<file path="config.mk">
export PLATFORM = sky130hd
export DESIGN_NAME = lsu_arb
export DESIGN_NICKNAME = d
export VERILOG_FILES = /design/src/rtl/lsu_pkg.sv /design/src/rtl/lsu_rr_arb2.sv /design/src/rtl/lsu_arb.sv
export SDC_FILE = /design/constraint.sdc
export NUM_CORES = 1
export LEC_CHECK = 0
export CORE_ASPECT_RATIO = 1.2
export CORE_UTILIZATION = 37
export CTS_CLUSTER_DIAMETER = 100
export DETAILED_ROUTE_END_ITERATION = 8
export PLACE_DENSITY = 0.8
export SLEW_MARGIN = 20
export SYNTH_ARGS = -nofsm -noshare
export SYNTH_HDL_FRONTEND = slang
export SYNTH_HIERARCHICAL = 1
export SYNTH_SLANG_ARGS = --single-unit
</file>
<file path="constraint.sdc">
create_clock -name i_clk -period 1.7 [get_ports i_clk]
set_input_delay 0.17 -clock i_clk [delete_from_list [all_inputs] [get_ports i_clk]]
set_output_delay 0.17 -clock i_clk [all_outputs]
set_load 0.1 [all_outputs]
</file>
<file path="src/rtl/lsu_pkg.sv">
// lsu_pkg: shared FSM state type, bank map constants and address decode for the LSU arbiter
package lsu_pkg;

   typedef enum logic [2:0] {
      IDLE,
      ISSUE,
      WAIT,
      RESP,
      ERR
   } state_t;

   localparam logic [3:0] DMEM_LO = 4'h4;
   localparam logic [3:0] DMEM_HI = 4'h7;
   localparam logic [3:0] OP_BANK = 4'hE;
   localparam logic [3:0] IP_BANK = 4'hF;

   // bank_sel is addr[14:11]; only data memory and the two peripheral banks are mapped
   function automatic logic mapped(input logic [3:0] bank_sel);
      return (bank_sel >= DMEM_LO && bank_sel <= DMEM_HI) || bank_sel == OP_BANK || bank_sel == IP_BANK;
   endfunction

endpackage

</file>
<file path="src/rtl/lsu_rr_arb2.sv">
// lsu_rr_arb2: two-way round-robin pick with a last-granted pointer
module lsu_rr_arb2 (
   input  logic       clk,
   input  logic       rst,
   input  logic [1:0] req,
   input  logic       take,
   output logic       pick,
   output logic       any
);

   logic last;

   // on a tie the requester not granted last wins, otherwise the sole requester
   always_comb begin
      any  = |req;
      pick = &req ? ~last : req[1];
   end

   // pointer starts at 1 so requester 0 wins the first tie
   always_ff @(posedge clk) begin
      if (rst) last <= 1'b1;
      else if (take) last <= pick;
   end

endmodule

</file>
<file path="src/rtl/lsu_arb.sv">
// lsu_arb: arbitrates two requesters onto a single LSU port with address-map checking
module lsu_arb
   import lsu_pkg::*;
#(
   parameter int ADDR_WIDTH = 32,
   parameter int DATA_WIDTH = 32,
   parameter int LD_LATENCY = 1
) (
   input  logic                  i_clk,
   input  logic                  i_rst,
   input  logic                  i_m0_req,
   input  logic                  i_m0_we,
   input  logic [ADDR_WIDTH-1:0] i_m0_addr,
   input  logic [2:0]            i_m0_func,
   input  logic [DATA_WIDTH-1:0] i_m0_wdata,
   output logic                  o_m0_gnt,
   output logic                  o_m0_rvalid,
   output logic [DATA_WIDTH-1:0] o_m0_rdata,
   output logic                  o_m0_err,
   input  logic                  i_m1_req,
   input  logic                  i_m1_we,
   input  logic [ADDR_WIDTH-1:0] i_m1_addr,
   input  logic [2:0]            i_m1_func,
   input  logic [DATA_WIDTH-1:0] i_m1_wdata,
   output logic                  o_m1_gnt,
   output logic                  o_m1_rvalid,
   output logic [DATA_WIDTH-1:0] o_m1_rdata,
   output logic                  o_m1_err,
   output logic [ADDR_WIDTH-1:0] o_lsu_addr,
   output logic [2:0]            o_lsu_func,
   output logic                  o_lsu_wren,
   output logic [DATA_WIDTH-1:0] o_lsu_st_data,
   input  logic [DATA_WIDTH-1:0] i_lsu_ld_data
);

   localparam logic [2:0] WAIT_INIT = 3'(LD_LATENCY > 1 ? LD_LATENCY - 2 : 0);

   state_t                state, next;
   logic                  own, pick, any, take, we, drive, cap;
   logic                  sel_we;
   logic [ADDR_WIDTH-1:0] addr, sel_addr;
   logic [2:0]            func, sel_func, cnt;
   logic [DATA_WIDTH-1:0] wdata, sel_wdata;

   lsu_rr_arb2 u_rr (
      .clk (i_clk),
      .rst (i_rst),
      .req ({i_m1_req, i_m0_req}),
      .take(take),
      .pick(pick),
      .any (any)
   );

   // winner's payload, latched only when leaving IDLE
   always_comb begin
      sel_we    = pick ? i_m1_we    : i_m0_we;
      sel_addr  = pick ? i_m1_addr  : i_m0_addr;
      sel_func  = pick ? i_m1_func  : i_m0_func;
      sel_wdata = pick ? i_m1_wdata : i_m0_wdata;
      take      = state == IDLE && any;
      cap       = state == WAIT ? cnt == 3'd0 : state == ISSUE && !we && LD_LATENCY == 1;
   end

   // next-state: unmapped banks bypass the LSU entirely
   always_comb begin
      next = state;
      case (state)
         IDLE:    if (any) next = mapped(sel_addr[14:11]) ? ISSUE : ERR;
         ISSUE:   next = we ? IDLE : (LD_LATENCY == 1 ? RESP : WAIT);
         WAIT:    if (cnt == 3'd0) next = RESP;
         default: next = IDLE;
      endcase
   end

   // state, owner, payload and wait countdown
   always_ff @(posedge i_clk) begin
      if (i_rst) begin
         state <= IDLE;
         own   <= 1'b0;
         we    <= 1'b0;
         addr  <= '0;
         func  <= '0;
         wdata <= '0;
         cnt   <= '0;
      end else begin
         state <= next;
         if (take) begin
            own   <= pick;
            we    <= sel_we;
            addr  <= sel_addr;
            func  <= sel_func;
            wdata <= sel_wdata;
         end
         if (state == ISSUE) cnt <= WAIT_INIT;
         else if (state == WAIT) cnt <= cnt - 3'd1;
      end
   end

   // load data lands in the owner's register and holds until its next load
   always_ff @(posedge i_clk) begin
      if (i_rst) begin
         o_m0_rdata <= '0;
         o_m1_rdata <= '0;
      end else if (cap) begin
         if (own) o_m1_rdata <= i_lsu_ld_data;
         else o_m0_rdata <= i_lsu_ld_data;
      end
   end

   // LSU is driven only while the access is in flight; handshakes decode from state
   always_comb begin
      drive         = state == ISSUE || state == WAIT;
      o_lsu_addr    = drive ? addr  : '0;
      o_lsu_func    = drive ? func  : '0;
      o_lsu_st_data = drive ? wdata : '0;
      o_lsu_wren    = state == ISSUE && we;
      o_m0_gnt      = (state == ISSUE || state == ERR) && !own;
      o_m1_gnt      = (state == ISSUE || state == ERR) && own;
      o_m0_err      = state == ERR && !own;
      o_m1_err      = state == ERR && own;
      o_m0_rvalid   = state == RESP && !own;
      o_m1_rvalid   = state == RESP && own;
   end

endmodule

</file>
==> results of run 1 <==
-- critical path, stage by stage, from the launching register on --
cell and delay (ps):
dfxtp_4 360, xnor2_2 150, nor2_4 180, buf_6 190, clkbuf_16 160, and2_4 150, buf_12 170
-- per-layer routing --
layer	share of wire, %	vias to the layer above	global-route usage (%)	wire length, um
li1	-	3194	-	-
met1	36	3174	23.9	8910
met2	53	264	42.5	13000
met3	7.5	53	7.15	1840
met4	3.4	0	9.15	823
met5	0	-	0	0
-- logic make-up (layout without fill, tap and decap cells) --
family	Yosys count	count (layout)	synth area share [%]
flip-flops	140	140	43.8
adder cells (fa/ha/maj)	2	2	0.391
buffers and inverters	66	436	5.22
multiplexers	69	69	10.8
AND/OR/NAND/NOR	298	298	21.6
XOR/XNOR	2	2	0.274
AO/OA/AOI/OAI	150	150	17.9
-- layout make-up --
class / count / share of cell area, %
Timing Repair Buffer: 401 / 40.4
Multi-Input combinational cell: 521 / 30.2
Sequential cell: 140 / 22.6
Clock buffer: 22 / 3.81
Tap cell: 216 / 2.17
Clock inverter: 9 / 0.714
Inverter: 4 / 0.121
-- final timing paths --
path,start,end,slack [ps]
setup / recovery,state[0],o_lsu_st_data[19],-240
hold / removal,i_rst,addr[12],250
setup reg to reg,state[0],wdata[13],-90
hold reg to reg,o_m0_rdata[19],o_m0_rdata[19],450
-- timing repair --
| item | in CTS | in global routing |
|---|---|---|
| gates cloned | 5 | 19 |
| hold endpoints to repair | 0 | 0 |
| endpoints found under the setup margin | 71 | 197 |
| setup buffers | 7 | 28 |
| pin swaps | 16 | 68 |
| resized for setup | 71 | 77 |
-- synth_stat cells, drive strengths merged, types with 4 or more instances --
cell and n:
a211oi 67, o21ai 6, mux2i 69, buf 39, and2 68, inv 4
nand2 133, clkbuf 23, nor2 76, dfxtp 140, nor2b 4, nor3b 4
nor3 4, a21oi 68
-- per-stage QoR --
stage | total power (uW) | TNS, ps | hold WS, ps
global placement | 10300 | -8030 | 442
CTS | 14500 | -13060 | 229
detailed placement | 10400 | -11270 | 447
finish | 15500 | -15930 | 249
global route | 16100 | -24260 | 259
floorplan | 8190 | -1690 | 264
-- sequential cells by signal, summed over array words and instances, names as in the netlist --
register and cells:
addr 32, cnt 3, func 3, o_m0_rdata 32
o_m1_rdata 32, own 1, state 3, u_rr/last 1
wdata 32, we 1
-- power groups by stage --
stage,logic [uW],clock network (uW),registers (uW)
final,7890,3570,4090
after global routing,8180,3730,4140
after CTS,6830,3590,4060
after detailed placement,6270,0,4110
after global placement,6180,0,4090
after floorplan,3330,0,4860
==> results.tsv, run 1 <==
stage	metric	value	unit
synth	synth_area	6400	sq um
grt	grtUsageTotal	23.1	%
power	seq_power_share	26.3	%
timing	hold_viol_final	0	
grt	grt_max_degree	45	
worst_setup_path	arrival	1770	ps
final_layout	nFillCells	1167	
grt	overflow	0	
synth	synth_top_cell_by_area	dfxtp_1	
synth	synthCells	727	
clock_network	cts-root-buf	clkbuf_16	
floorplan	rows	52	
grt	grt_pass1_wl	32.0	mm
clock_network	cts_max_level	4	
drt	antenna_left	0	
clock_network	clockBufferDepth	2	
final_layout	seqCellArea	2810	sq um
placed_design	dp_cells	1224	
timing	rsz0062_at_grt	yes	
drt	drtIter0Drc	232	
synth	synth_ff_type	dfxtp_1	
timing	fin_crit	1940	ps
timing	final-setup-viol-count	133	
placed_design	gp_congestion	0.733	
placed_design	dp_hpwl	14.5	mm
outcome	status	complete, but fails checks	
flow_run	drv_cap	0	
synth	synth_edf_count	0	
worst_setup_path	end_kind	output port	
grt	grt_pass1_vias	6378	
synth	synth_cell_types	36	
synth	synth_area_per_cell	8.80	sq um
floorplan	dieWidth	122	um
timing	slew_viol_final	0	
worst_setup_path	critPathRequiredTime	1530	ps
drt	via_count	6685	
final_layout	areaGrowthSynthToFinish	94.3	%
synth	ys_warn_count	6	
placed_design	preCtsSetupSlack	-266	ps
synth	ys_seq_area_share	43.8	%
power	p_leak	0.00495	uW
drt	wirelength	24.5	mm
synth	async_flop_share	0	%
drt	first_pass_iters	4	
power	p_int	9250	uW
final_layout	layout-drive-gt1-share	40.0	%
clock_network	cts_made_buffers	17	
min_path	hp-class	in2reg	
min_path	hold-path-cell-count	2	
placed_design	post_dp_cell_area	10700	sq um
floorplan	dieHeight	146	um
floorplan	die_area	17800	sq um
worst_setup_path	criticalPathCategory	reg2out	
power	comb_power_share	50.7	%
final_layout	final_area	12400	sq um
placed_design	io_buffers	309	
timing	worst-slew-pin-transition	499	ps
clock_network	cts.sinks	140	
timing	clock_skew	8.05	ps
clock_network	postCtsHoldBufs	0	
grt	antenna_found_initial	0	
floorplan	core_area	16900	sq um
timing	finalCritPeriodShare	114	%
timing	max_freq	514	MHz
final_layout	layout_common_cells	170 x clkdlybuf4s50_1, 135 x dfxtp_1, 123 x nand2_1, 100 x buf_4, 93 x buf_12	
floorplan	start_util	37.8	%
power	p_per_area	1250	nW/um^2
final_layout	fin_util	73.5	%
synth	ys_ff_latch	140	
clock_network	clkLatencyLatePin	420	ps
drt	wl_per_cell	18.7	um
drt	viasPerCell	5.09	
worst_setup_path	critPathLaunchType	flop	
synth	syn_nets	901	
floorplan	ioPinCount	310	
power	ir_drop	0.732	mV
timing	layout_setup_ws	-244	ps
final_layout	insertedDiodeCount	0	
timing	maxSlewHeadroom	66.7	%
worst_setup_path	crit_fanout	4	
final_layout	mostFrequentLayoutCell	clkdlybuf4s50_1	
synth	synth_area_leaders	dfxtp_1 44%, mux2i_1 11%, a211oi_2 7.8%, nand2_1 7.8%, and2_1 6.6%	
outcome	failed_checks	negative setup slack	
drt	drc	0	
synth	yosysTopAreaCellShare	43.8	%
final_layout	multi_input_area	3760	sq um
final_layout	stdcell_count	1313	
power	power.switching	6290	uW
worst_setup_path	rr_worst_depth	8	
power	switching_share	40.5	%
power	clkPwrFrac	22.9	%
clock_network	cts_tree	yes	
clock_network	path_clk_slew	60	ps
final_layout	fin_nets	1259	
Note: power is estimated with default switching activity, not from simulation.
==> run 2: changes to the inputs <==
--- a/config.mk
+++ b/config.mk
@@ -6,10 +6,10 @@
 export NUM_CORES = 1
 export LEC_CHECK = 0
 export CORE_ASPECT_RATIO = 1.2
-export CORE_UTILIZATION = 37
+export CORE_UTILIZATION = 41
 export CTS_CLUSTER_DIAMETER = 100
 export DETAILED_ROUTE_END_ITERATION = 8
-export PLACE_DENSITY = 0.8
+export PLACE_DENSITY = 0.84
 export SLEW_MARGIN = 20
 export SYNTH_ARGS = -nofsm -noshare
 export SYNTH_HDL_FRONTEND = slang
==> constraint.sdc (replaced) <==
create_clock -name i_clk -period 2.1 [get_ports i_clk]
set_input_delay 0.21 -clock i_clk [delete_from_list [all_inputs] [get_ports i_clk]]
set_output_delay 0.21 -clock i_clk [all_outputs]
set_load 0.1 [all_outputs]
==> results.tsv, run 2 (same netlist as run 1, synthesis figures left out) <==
stage	metric	value	unit	change
timing	final-setup-viol-count	0		-100%
worst_setup_path	reg2reg_from	state[2]		
drt	antenna_left	0		unchanged
placed_design	post_dp_cell_area	10400	sq um	-2.6%
worst_setup_path	critPathMaxStageDelay	480	ps	+120 ps
min_path	hp-start	i_rst		
worst_setup_path	ff2ff_setup_slack	190	ps	+280 ps
timing	rsz0062_at_grt	no		
flow_run	drv_cap	0		unchanged
worst_setup_path	arrival	1810	ps	+40 ps
placed_design	dp_hpwl	14.5	mm	+0.27%
timing	slew_viol_final	0		unchanged
drt	drtIter0Drc	215		-7.3%
power	p_leak	0.00436	uW	-12%
outcome	status	finished, final reports clean		
clock_network	clkLatencyLatePin	410	ps	about the same
timing	holdWs	244	ps	-4.67 ps
floorplan	dieWidth	116	um	-4.9%
floorplan	ioPinCount	310		unchanged
power	p_per_area	1020	nW/um^2	-18%
min_path	hp-class	in2reg		
worst_setup_path	rr_worst_depth	5		-3
drt	first_pass_iters	7		+3
timing	fin_crit	2020	ps	
final_layout	areaGrowthSynthToFinish	73.8	%	
timing	max_freq	496	MHz	
clock_network	path_clk_slew	60	ps	about the same
worst_setup_path	critPathRequiredTime	1890	ps	+360 ps
drt	drc	0		unchanged
worst_setup_path	critPathLaunchType	flop		
timing	finalCritPeriodShare	96.1	%	
grt	grt_pass1_wl	31.7	mm	-0.86%
final_layout	insertedDiodeCount	0		unchanged
final_layout	fin_nets	1203		-4.4%
floorplan	dieHeight	139	um	-4.9%
drt	viasPerCell	5.02		-1.4%
drt	via_count	6258		-6.4%
placed_design	io_buffers	309		unchanged
worst_setup_path	path_cells	buf_4 > xnor2_1 > nor3b_2 > buf_12		
grt	overflow	0		unchanged
floorplan	rows	49		-5.8%
floorplan	start_util	42.3	%	+4.4 points
grt	antenna_found_initial	0		unchanged
floorplan	core_area	15100	sq um	-10%
grt	grt_max_degree	74		+64%
final_layout	nFillCells	1091		-6.5%
worst_setup_path	criticalPathCategory	reg2out		
worst_setup_path	cp_slowest_cell	dfxtp_2		
power	ir_drop	0.573	mV	-22%
placed_design	dp_cells	1205		-1.6%
worst_setup_path	regToRegEndpoint	wdata[14]		
drt	wl_per_cell	16.5	um	-12%
timing	worst-slew-pin-transition	472	ps	-27.8 ps
min_path	holdPathEnd	own		
final_layout	layout_common_cells	170 x clkdlybuf4s50_1, 139 x dfxtp_1, 133 x nand2_1, 88 x buf_12, 84 x buf_4		
clock_network	cts_max_level	4		unchanged
final_layout	stdcell_count	1246		-5.1%
clock_network	cts.sinks	140		unchanged
power	total_power	11300	uW	-27%
min_path	hold-path-cell-count	2		unchanged
final_layout	mostFrequentLayoutCell	clkdlybuf4s50_1		
drt	wirelength	20.5	mm	-16%
grt	grtUsageTotal	25.5	%	+2.4 points
worst_setup_path	crit_family	buffers and inverters		
timing	hold_viol_final	0		unchanged
timing	maxSlewHeadroom	68.6	%	+1.9 points
worst_setup_path	end_kind	output port		
placed_design	gp_congestion	0.768		+4.8%
final_layout	layout-drive-gt1-share	25.3	%	-15 points
worst_setup_path	path_buf_inv	2		-1
floorplan	die_area	16100	sq um	-9.6%
clock_network	cts_tree	yes		
clock_network	clockBufferDepth	2		unchanged
clock_network	cts-root-buf	clkbuf_16		
clock_network	postCtsHoldBufs	0		unchanged
worst_setup_path	crit_fanout	15		+11
final_layout	final_area	11100	sq um	-11%
clock_network	cts_made_buffers	17		unchanged
timing	clock_skew	8.51	ps	+0.459 ps
grt	grt_pass1_vias	6246		-2.1%
[run 2: cell types whose count changed in the layout (fill, tap and decap cells not counted), sizes merged]
cell      before  now
inv            5    9
clkinvlp       3    6
nor2          76   79
clkbuf        36   18
clkinv         4    1
bufinv         1    2
buf          217  172
[run 2: layout make-up]
type	instances	area [sq um]	area share (%)
Clock inverter	14	160	1.44
Inverter	4	15.0	0.135
Multi-Input combinational cell	524	3370	30.3
Sequential cell	140	2800	25.2
Clock buffer	18	429	3.86
Timing Repair Buffer	342	4090	36.8
Tap cell	204	255	2.29
[run 2: per-layer routing]
metal / share of wire [%] / wire length (um) / global-route usage, % / vias to the layer above
met1: 38 / 7770 / 27.4 / 2888
met2: 51 / 10400 / 45.5 / 260
met4: 2.8 / 584 / 10.3 / 0
li1: - / - / - / 3069
met3: 8.4 / 1720 / 7.78 / 41
met5: 0 / 0 / 0 / -
[run 2: worst max-delay path by stage]
stage / cells after the start / startpoint / to
4_1_cts: 4 / state[0] / o_lsu_st_data[30]
3_5_place_dp: 6 / i_m0_req / wdata[14]
2_1_floorplan: 3 / state[2] / o_m1_gnt
5_1_grt: 4 / state[0] / o_lsu_func[0]
3_3_place_gp: 4 / state[0] / o_lsu_st_data[30]
6_report: 4 / state[2] / o_m1_gnt
[run 2: repair_timing]
action | CTS | global route
buffers inserted | 2 | 4
pin swaps | 2 | 2
endpoints found under the hold margin | 0 | 0
setup endpoints to repair | 67 | 34
resized for setup | 7 | 0
cloned | 3 | 0
[run 2: metrics by stage]
step,TNS [ps],worst slack [ps],util [%]
2_1_floorplan,-181,-113,-
3_3_place_gp,0,34.4,68.6
3_5_place_dp,-47.3,-46.1,68.6
4_1_cts,-4.18,-3.38,73.2
5_1_grt,0,1.79,73.5
6_report,0,82.2,73.5
[run 2: where the power goes]
part           total (uW)  switching [uW]  internal (uW)
Sequential           3280             227           3060
Clock                2980            1210           1770
Combinational        5080            3240           1840
Total               11300            4680           6670
==> run 3: changes to the inputs <==
--- a/config.mk
+++ b/config.mk
@@ -6,10 +6,11 @@
 export NUM_CORES = 1
 export LEC_CHECK = 0
 export CORE_ASPECT_RATIO = 1.2
-export CORE_UTILIZATION = 41
+export CORE_UTILIZATION = 42
+export CTS_BUF_LIST = sky130_fd_sc_hd__clkbuf_4
 export CTS_CLUSTER_DIAMETER = 100
 export DETAILED_ROUTE_END_ITERATION = 8
-export PLACE_DENSITY = 0.84
+export PLACE_DENSITY = 0.86
 export SLEW_MARGIN = 20
 export SYNTH_ARGS = -nofsm -noshare
 export SYNTH_HDL_FRONTEND = slang
==> results.tsv, run 3 (same netlist as run 1, synthesis figures left out) <==
stage	metric	value	unit	change
placed_design	io_buffers	309		unchanged
final_layout	areaGrowthSynthToFinish	73.3	%	
floorplan	dieWidth	115	um	-1.2%
grt	grt_max_degree	52		-30%
floorplan	ioPinCount	310		unchanged
clock_network	path_clk_slew	130	ps	+70 ps
floorplan	dieHeight	137	um	-1.2%
worst_setup_path	end_kind	output port		
power	p_per_area	935	nW/um^2	-8.3%
final_layout	seqCellArea	2810	sq um	+0.27%
timing	final-setup-viol-count	0		unchanged
worst_setup_path	critPathRequiredTime	1890	ps	about the same
timing	maxSlewHeadroom	74.5	%	+6.0 points
drt	drc	0		unchanged
grt	overflow	0		unchanged
clock_network	cts_max_level	4		unchanged
timing	slew_viol_final	0		unchanged
timing	clock_skew	20.5	ps	+12.0 ps
final_layout	stdcell_count	1249		+0.24%
flow_run	drv_cap	0		unchanged
worst_setup_path	cp-endpoint	o_lsu_addr[31]		
worst_setup_path	arrival	1870	ps	+60 ps
final_layout	nFillCells	1023		-6.2%
drt	wl_per_cell	16.7	um	+1.6%
worst_setup_path	reg2reg_from	state[1]		
min_path	hold-path-cell-count	2		unchanged
final_layout	layout-drive-gt1-share	32.2	%	+6.8 points
floorplan	start_util	42.8	%	+0.52 points
timing	hold_viol_final	0		unchanged
timing	fin_crit	2080	ps	+58.1 ps
worst_setup_path	crit_fanout	8		-7
power	ir_drop	0.700	mV	+22%
worst_setup_path	critPathLaunchType	flop		
outcome	status	finished, final reports clean		
clock_network	cts-root-buf	clkbuf_4		
min_path	hp-class	in2reg		
placed_design	gp_congestion	0.754		-1.8%
floorplan	die_area	15700	sq um	-2.3%
clock_network	clkLatencyLatePin	560	ps	+150 ps
grt	grt_pass1_vias	6367		+1.9%
worst_setup_path	criticalPathCategory	reg2out		
drt	via_count	6365		+1.7%
timing	worst-slew-pin-transition	371	ps	-100 ps
drt	viasPerCell	5.10		+1.5%
grt	grt_pass1_wl	31.6	mm	-0.22%
timing	rsz0062_at_grt	yes		
final_layout	layout_common_cells	170 x clkdlybuf4s50_1, 137 x dfxtp_1, 132 x nand2_1, 90 x buf_12, 82 x buf_4		
drt	wirelength	20.9	mm	+1.8%
grt	grtUsageTotal	26.4	%	+0.88 points
drt	antenna_left	0		unchanged
final_layout	multi_input_area	3500	sq um	+4.1%
timing	layout_setup_ws	24.1	ps	-58.1 ps
drt	drtIter0Drc	216		+0.47%
clock_network	cts.sinks	140		unchanged
placed_design	preCtsSetupSlack	35.9	ps	+82.0 ps
timing	finalCritPeriodShare	98.9	%	+2.8 points
clock_network	postCtsHoldBufs	0		unchanged
clock_network	cts_made_buffers	17		unchanged
power	p_leak	0.00439	uW	+0.66%
final_layout	mostFrequentLayoutCell	clkdlybuf4s50_1		
drt	first_pass_iters	4		-3
floorplan	core_area	15000	sq um	-1.2%
clock_network	clockBufferDepth	2		unchanged
floorplan	rows	49		unchanged
placed_design	dp_hpwl	14.8	mm	+2.1%
worst_setup_path	regToRegEndpoint	o_m0_rdata[9]		
worst_setup_path	rr_worst_depth	7		+2
timing	max_freq	482	MHz	-2.8%
clock_network	cts_tree	yes		
placed_design	dp_cells	1210		+0.41%
grt	antenna_found_initial	1		+1
final_layout	fin_nets	1205		+0.17%
worst_setup_path	cp-startpoint	state[1]		
worst_setup_path	ff2ff_setup_slack	250	ps	+60 ps
==> run 3: final cells by class <==
| type | instances | share of cell area, % |
|---|---|---|
| clock buffers | 18 | 1.22 |
| well taps | 204 | 2.30 |
| repair buffers | 347 | 38.2 |
| multi-input cells | 521 | 31.6 |
| flip-flops and latches | 140 | 25.3 |
| diodes | 1 | 0.0226 |
| inverters | 4 | 0.135 |
| clock inverters | 14 | 1.22 |
==> run 3: what timing repair did <==
item                                   in CTS  in global routing
endpoints found under the hold margin       0                  0
setup endpoints to repair                  68                 70
cloned                                      3                  1
resized for setup                          45                 35
setup buffers                               3                  0
pin swaps                                   3                 47
==> run 3: where the power goes <==
part	switching (uW)	internal [uW]
clock network	1080	624
logic	3300	2070
registers	244	3060
total	4630	5750
==> run 3: per-layer routing <==
metal | global-route usage [%] | wire length, um
met5 | 0 | 0
met4 | 12.9 | 648
met3 | 8.80 | 1830
met2 | 49.6 | 11000
met1 | 25.6 | 7420
==> run 3: critical path, stage by stage (launching register included) <==
cell       delay (ps)
dfxtp_4           380
xnor2_2           140
nor2_4            150
buf_12            160
clkbuf_16         160
and2_4            150
buf_12            160
==> run 3: worst min path at each step <==
| stage | from | to | slack, ps |
|---|---|---|---|
| after floorplan | i_rst | u_rr/last | 300 |
| after global placement | o_m0_rdata[8] | o_m0_rdata[8] | 440 |
| after detailed placement | o_m0_rdata[15] | o_m0_rdata[15] | 450 |
| after CTS | i_rst | o_m1_rdata[26] | 20 |
| after global routing | i_rst | o_m0_rdata[29] | 40 |
| final | i_rst | own | 70 |
==> run 3: per-stage QoR <==
stage / area, sq um / util (%) / hold WS, ps / TNS (ps) / total power, uW
after floorplan: 6430 / - / 304 / -181 / 6560
after global placement: 10500 / 70.1 / 442 / 0 / 8210
after detailed placement: 10500 / 70.1 / 449 / 0 / 8320
after CTS: 11000 / 73.4 / 15.4 / -1660 / 10300
after global routing: 11100 / 74.2 / 36.8 / -3210 / 10800
final: 11100 / 74.2 / 73.8 / 0 / 10400
